<file path="src/rtl/ssid_hit_readout.sv">
// ssid_hit_readout
//   Read-only consumer of the SSID hit storage. Takes one SSID query at a
//   time and does a chained lookup through the three block memories:
//   the HNM hit bit, then the HCM count and HLM address, then the HLM packed row.
//   It then streams the stored hit words, oldest first, over valid/ready.
//   A miss, or a zero count, produces a single noHit beat.
//
// Ports
//   clock, resetN            rising-edge clock, async active-low reset
//   queryValid/queryReady    query handshake; ready only while idle
//   querySSID                SSID to read out
//   hnmAddr/hnmData          HNM read port (1-cycle synchronous read)
//   hcmAddr/hcmData          HCM read port (1-cycle synchronous read)
//   hlmAddr/hlmData          HLM read port (1-cycle synchronous read)
//   hitValid/hitReady        output beat handshake
//   hitInfo                  hit word (0 on a noHit beat)
//   hitLast                  final beat of the query
//   noHit                    beat reports that the SSID had no hits
//   overflow                 stored count exceeded the row capacity
module ssid_hit_readout #(
  parameter int SSIDBITS         = 12,
  parameter int COLINDEXBITS     = 5,
  parameter int HITINFOBITS      = 8,
  parameter int NCOLS_HCM        = 16,
  parameter int ROWINDEXBITS_HLM = 9,
  parameter int MAXHITNBITS      = 4,
  parameter int NCOLS_HLM        = 64
) (
  input  logic                             clock,
  input  logic                             resetN,
  input  logic                             queryValid,
  input  logic [SSIDBITS-1:0]              querySSID,
  output logic                             queryReady,
  output logic [SSIDBITS-COLINDEXBITS-1:0] hnmAddr,
  input  logic [(2**COLINDEXBITS)-1:0]     hnmData,
  output logic [SSIDBITS-1:0]              hcmAddr,
  input  logic [NCOLS_HCM-1:0]             hcmData,
  output logic [ROWINDEXBITS_HLM-1:0]      hlmAddr,
  input  logic [NCOLS_HLM-1:0]             hlmData,
  output logic                             hitValid,
  input  logic                             hitReady,
  output logic [HITINFOBITS-1:0]           hitInfo,
  output logic                             hitLast,
  output logic                             noHit,
  output logic                             overflow
);

  localparam int SLOTS = NCOLS_HLM / HITINFOBITS;
  localparam int KW    = (SLOTS > 1) ? $clog2(SLOTS) : 1;
  localparam logic [MAXHITNBITS:0] SLOTS_C = SLOTS[MAXHITNBITS:0];

  typedef enum logic [2:0] {
    IDLE, HNM_WAIT, HCM_WAIT, HLM_WAIT, EMIT, NOHIT
  } state_t;

  state_t                                state_q;
  logic                                  phase_q;  // 0: memory capturing address, 1: data valid
  logic [SSIDBITS-1:0]                   ssid_q;
  logic [KW-1:0]                         k_q;      // slot of the beat currently presented
  logic                                  ovf_q;
  logic [SLOTS-1:0][HITINFOBITS-1:0]     row_q;

  // HCM word decode
  logic [MAXHITNBITS-1:0]                cnt_w, cntm1_w;
  logic                                  ovf_w;
  logic [KW-1:0]                         kinit_w, km1_w;
  logic [SLOTS-1:0][HITINFOBITS-1:0]     hlm_slots_w;
  logic                                  hnm_hit_w;

  assign cnt_w       = hcmData[MAXHITNBITS-1:0];
  assign cntm1_w     = cnt_w - 1'b1;
  assign ovf_w       = {1'b0, cnt_w} > SLOTS_C;
  // Beats start at the oldest stored slot; an overflowed row is emitted in full.
  assign kinit_w     = ovf_w ? KW'(SLOTS - 1) : cntm1_w[KW-1:0];
  assign km1_w       = k_q - 1'b1;
  assign hlm_slots_w = hlmData;
  assign hnm_hit_w   = hnmData[ssid_q[COLINDEXBITS-1:0]];

  // HCM bits between the address and count fields carry nothing for us.
  logic unused_hcm;
  assign unused_hcm = ^{hcmData[NCOLS_HCM-ROWINDEXBITS_HLM-1:MAXHITNBITS],
                        cntm1_w[MAXHITNBITS-1:KW]};

  always_ff @(posedge clock or negedge resetN) begin
    if (!resetN) begin
      state_q    <= IDLE;
      phase_q    <= 1'b0;
      ssid_q     <= '0;
      k_q        <= '0;
      ovf_q      <= 1'b0;
      row_q      <= '0;
      queryReady <= 1'b1;
      hnmAddr    <= '0;
      hcmAddr    <= '0;
      hlmAddr    <= '0;
      hitValid   <= 1'b0;
      hitInfo    <= '0;
      hitLast    <= 1'b0;
      noHit      <= 1'b0;
      overflow   <= 1'b0;
    end else begin
      case (state_q)
        IDLE: begin
          if (queryValid) begin
            ssid_q     <= querySSID;
            hnmAddr    <= querySSID[SSIDBITS-1:COLINDEXBITS];
            queryReady <= 1'b0;
            phase_q    <= 1'b0;
            state_q    <= HNM_WAIT;
          end
        end

        HNM_WAIT: begin
          phase_q <= ~phase_q;
          if (phase_q) begin
            if (!hnm_hit_w) begin
              hitValid <= 1'b1;
              noHit    <= 1'b1;
              hitLast  <= 1'b1;
              hitInfo  <= '0;
              state_q  <= NOHIT;
            end else begin
              hcmAddr <= ssid_q;
              state_q <= HCM_WAIT;
            end
          end
        end

        HCM_WAIT: begin
          phase_q <= ~phase_q;
          if (phase_q) begin
            if (cnt_w == '0) begin
              hitValid <= 1'b1;
              noHit    <= 1'b1;
              hitLast  <= 1'b1;
              hitInfo  <= '0;
              state_q  <= NOHIT;
            end else begin
              hlmAddr <= hcmData[NCOLS_HCM-1 -: ROWINDEXBITS_HLM];
              ovf_q   <= ovf_w;
              k_q     <= kinit_w;
              state_q <= HLM_WAIT;
            end
          end
        end

        HLM_WAIT: begin
          phase_q <= ~phase_q;
          if (phase_q) begin
            row_q    <= hlm_slots_w;
            hitInfo  <= hlm_slots_w[k_q];
            hitLast  <= (k_q == '0);
            hitValid <= 1'b1;
            overflow <= ovf_q;
            state_q  <= EMIT;
          end
        end

        EMIT: begin
          if (hitReady) begin
            if (k_q == '0) begin
              hitValid   <= 1'b0;
              hitLast    <= 1'b0;
              hitInfo    <= '0;
              overflow   <= 1'b0;
              ovf_q      <= 1'b0;
              queryReady <= 1'b1;
              state_q    <= IDLE;
            end else begin
              k_q     <= km1_w;
              hitInfo <= row_q[km1_w];
              hitLast <= (km1_w == '0);
            end
          end
        end

        NOHIT: begin
          if (hitReady) begin
            hitValid   <= 1'b0;
            noHit      <= 1'b0;
            hitLast    <= 1'b0;
            queryReady <= 1'b1;
            state_q    <= IDLE;
          end
        end

        default: begin
          state_q    <= IDLE;
          queryReady <= 1'b1;
          hitValid   <= 1'b0;
        end
      endcase
    end
  end

endmodule

</file>
<file path="config.mk">
export PLATFORM = sky130hd
export DESIGN_NAME = ssid_hit_readout
export DESIGN_NICKNAME = d
export VERILOG_FILES = /design/src/rtl/ssid_hit_readout.sv
export SDC_FILE = /design/constraint.sdc
export NUM_CORES = 1
export LEC_CHECK = 0
export ABC_AREA = 0
export CORE_ASPECT_RATIO = 1.75
export CORE_UTILIZATION = 45
export CTS_BUF_LIST = sky130_fd_sc_hd__clkbuf_4
export DETAILED_ROUTE_END_ITERATION = 8
export GPL_TIMING_DRIVEN = 0
export PLACE_DENSITY = 0.75
export SLEW_MARGIN = 40
export SYNTH_ARGS = -nofsm -noshare
export SYNTH_HDL_FRONTEND = slang
export SYNTH_SLANG_ARGS = --single-unit
</file>
<file path="constraint.sdc">
create_clock -name clock -period 3.9 [get_ports clock]
set_input_delay 0.39 -clock clock [delete_from_list [all_inputs] [get_ports clock]]
set_output_delay 0.39 -clock clock [all_outputs]
set_load 0.02 [all_outputs]
</file>
==> flow_summary.toml <==
[global_route]
antenna_found_initial = 0
grt_util_all_layers_pct = 24.2
grt_pass1_vias = 5022
grt_overflow_total = 0
grt_start_max_net_pins = 75
grt_pass1_wl_um = 26000

[synthesis]
synth_seq_area_share_pct = 47.5
ys_warn_count = 0
syn_avg_cell_area_um2 = 14.2
async_reset_ff_share_pct = 100
syn_nets = 569
syn-cell-area_um2 = 6220
synth_seq_cells = 118
synthCells = 437
synthFlopType = "dfrtp_1"
synth_edf_count = 0
synth.distinct_cells = 50

[timing]
slew-limit-headroom_pct = 47.3
rsz0062_at_grt = "false"
setup_tns_ns = 0
period_minus_slack_ns = 3.72
fmax_mhz = 269
post-route-period-util_pct = 95.5
fin_hold_ws_ns = 0.303
slew_violations = 0
finalWorstSetupSlack_ns = 0.176
tightestPinTransition_ns = 0.790
hold_viol = 0
setup_viol = 0
clock_skew_ns = 0.0249

[cells_and_area]
fin_nets = 755
post_route_cells_drive_above_1_share_pct = 32.7
stdcell_area_um2 = 8480
area_delta_synth_final_pct = 36.3
final_cells = 810
n_antenna_cell = 0

[clocking]
clk-insertion-delay-late_ns = 0.55
htreeDepth = 4
clk_path_buf_depth = 2
cts.reportedPaths.clkPinSlew_ns = 0.13
ctsRootBufferMaster = "clkbuf_4"
numCtsBuffers = 17
clock_sinks = 118
tritoncts = "built"

[worst_setup_path]
crit_path_start_kind = "flip-flop"
critPathMaxFanout = 10
rr_endpoint = "hitInfo[4]"
timing.rr.start = "k_q[1]"
r2r_slack_ns = 0.18
arrival_ns = 4.16
endpoint = "hitInfo[4]"
crit_start = "k_q[1]"
r2r_cells = 10
path_class = "flip-flop to flip-flop"
critPathRequiredTime_ns = 4.33
end_kind = "flip-flop"

[placed_design]
post-place-ws_ns = -0.333
post_dp_cell_area_um2 = 8140
dpl.hpwl_um = 12600
portBuffers = 165
gp_congestion = 0.890
placedCellCount = 777

[pwr]
power_frac_comb_pct = 54.1
clkPwrFrac_pct = 14.8
p_int_mw = 4.41
switching_power_mw = 2.58
power_frac_seq_pct = 31.1
p_per_area_nw_per_um2 = 824
irDropWorstVdd_uv = 383
switching_share_pct = 36.9
p_leak_nw = 3.57

[floorplan]
fp.dieArea_um2 = 14300
die_w_um = 90.9
die_h_um = 158
num_rows = 56
io-pin-count = 169
coreArea_um2 = 13500
initial_utilization_pct = 46.3

[route]
wire_per_inst_um = 20.3
vias = 4507
ant_nets = 0
vias_per_cell = 5.56
first_iter_violations = 127
first_pass_iters = 4
drc = 0
wl_um = 16500

[hold_path]
hold_path.class = "input port to async pin"

[run_status]
outcome = "finished clean"

[run]
drv_cap = 0
==> cell type report <==
class	instances	area, um2
sequential	118	2950
tap	174	218
buffer	36	206
clock buffer	18	135
clock inverter	14	201
fill	1074	4970
inverter	9	33.8
timing repair buffer	167	1690
multi-input combinational	274	3040
==> cell families after synthesis <==
group | synth area share [%]
muxes | 37.5
DFF | 47.5
AOI/OAI and AO/OA | 6.01
and+or+nand+nor | 4.16
buffers and inverters | 3.80
adders and majority gates | 0.804
xor gates and xnor gates | 0.281
==> worst max-delay path, stage by stage (launching register included) <==
cell and delay (ns):
dfrtp_1 0.35, clkbuf_1 0.60, buf_2 0.43, inv_1 0.13
ha_1 0.29, clkbuf_1 0.46, buf_2 0.42, mux4_2 0.36
mux2i_1 0.19, o22ai_1 0.10, mux2_2 0.28
==> routing by layer <==
layer  wire [um]  share of wire [%]  track usage (%)
met2        9560                 58             47.1
met5           0                  0                0
met3         754                4.6             5.52
met1        5750                 35             24.3
met4         419                2.5             10.2
==> how the worst min path moves through the flow <==
stage | start | endpoint | cells past startpoint
6_report | resetN | row_q[26] | 2
5_1_grt | resetN | row_q[18] | 2
4_1_cts | resetN | row_q[26] | 2
3_5_place_dp | resetN | row_q[2] | 1
3_3_place_gp | queryReady | queryReady | 2
2_1_floorplan | resetN | hcmAddr[0] | 0
==> cells in the final DEF (no fill, tap or decap), types with 3 or more instances in the layout <==
master	instances
clkdlybuf4s50_1	164
dfrtp_1	117
mux2_2	97
mux4_2	36
mux2i_1	28
clkbuf_4	18
clkbuf_1	13
o21ai_0	13
buf_2	11
nor2_1	11
mux2_4	10
inv_1	9
nand2_1	9
o22ai_1	9
buf_4	7
nor3_1	6
clkinv_4	6
nand3_1	5
a21oi_1	4
a31oi_1	4
ha_1	4
bufinv_16	4
nand2b_1	3
==> flip-flops by register name, summed over array words and instances, names as in the netlist, 3 cells and up <==
name and flops:
row_q 64, hcmAddr 12, k_q 3, hitInfo 8
ssid_q 6, hlmAddr 9, hnmAddr 6, state_q 3
==> what timing repair did <==
item / in CTS / in global routing
endpoints found under the hold margin: 44 / 0
setup endpoints to repair: 8 / 0
gates resized for setup: 2 / 0
buffers inserted: 0 / 0
hold buffers: 1 / 0
==> metrics by stage <==
stage | total power, mW | util [%]
5_1_grt | 7.38 | 63.1
4_1_cts | 7.03 | 63.1
3_5_place_dp | 5.99 | 60.5
6_report | 6.99 | 63.1
3_3_place_gp | 5.84 | 60.2
2_1_floorplan | 4.77 | -
==> power by group through the flow <==
stage | sequential [mW] | combinational [mW] | clock, mW
2_1_floorplan | 2.27 | 2.50 | 0
3_3_place_gp | 2.14 | 3.70 | 0
3_5_place_dp | 2.19 | 3.80 | 0
4_1_cts | 2.17 | 3.81 | 1.05
5_1_grt | 2.24 | 4.04 | 1.11
6_report | 2.17 | 3.78 | 1.03
==> synthesized netlist by cell type, types with 2 or more instances <==
cell type / number / area share (%)
a21oi_1: 4 / 0.32
and3_1: 2 / 0.20
mux2i_1: 28 / 4.5
o221a_2: 2 / 0.36
a31oi_1: 4 / 0.40
nor3_1: 6 / 0.48
clkbuf_1: 13 / 0.78
a211oi_1: 2 / 0.24
nand2b_1: 3 / 0.30
ha_1: 4 / 0.80
mux2_4: 10 / 2.4
o21ai_0: 13 / 1.0
o22ai_1: 9 / 0.90
nor2_1: 11 / 0.66
nand3_1: 5 / 0.40
o21a_1: 2 / 0.24
dfrtp_1: 117 / 47
buf_2: 8 / 0.64
mux4_2: 36 / 13
nand2_1: 9 / 0.54
mux2_2: 97 / 18
or3_1: 2 / 0.20
buf_4: 7 / 0.84
a21o_1: 2 / 0.24
buf_6: 2 / 0.36
buf_1: 5 / 0.30
inv_1: 9 / 0.54
xor2_1: 2 / 0.28
nor2b_1: 2 / 0.20
(Power assumes the default switching activity.)
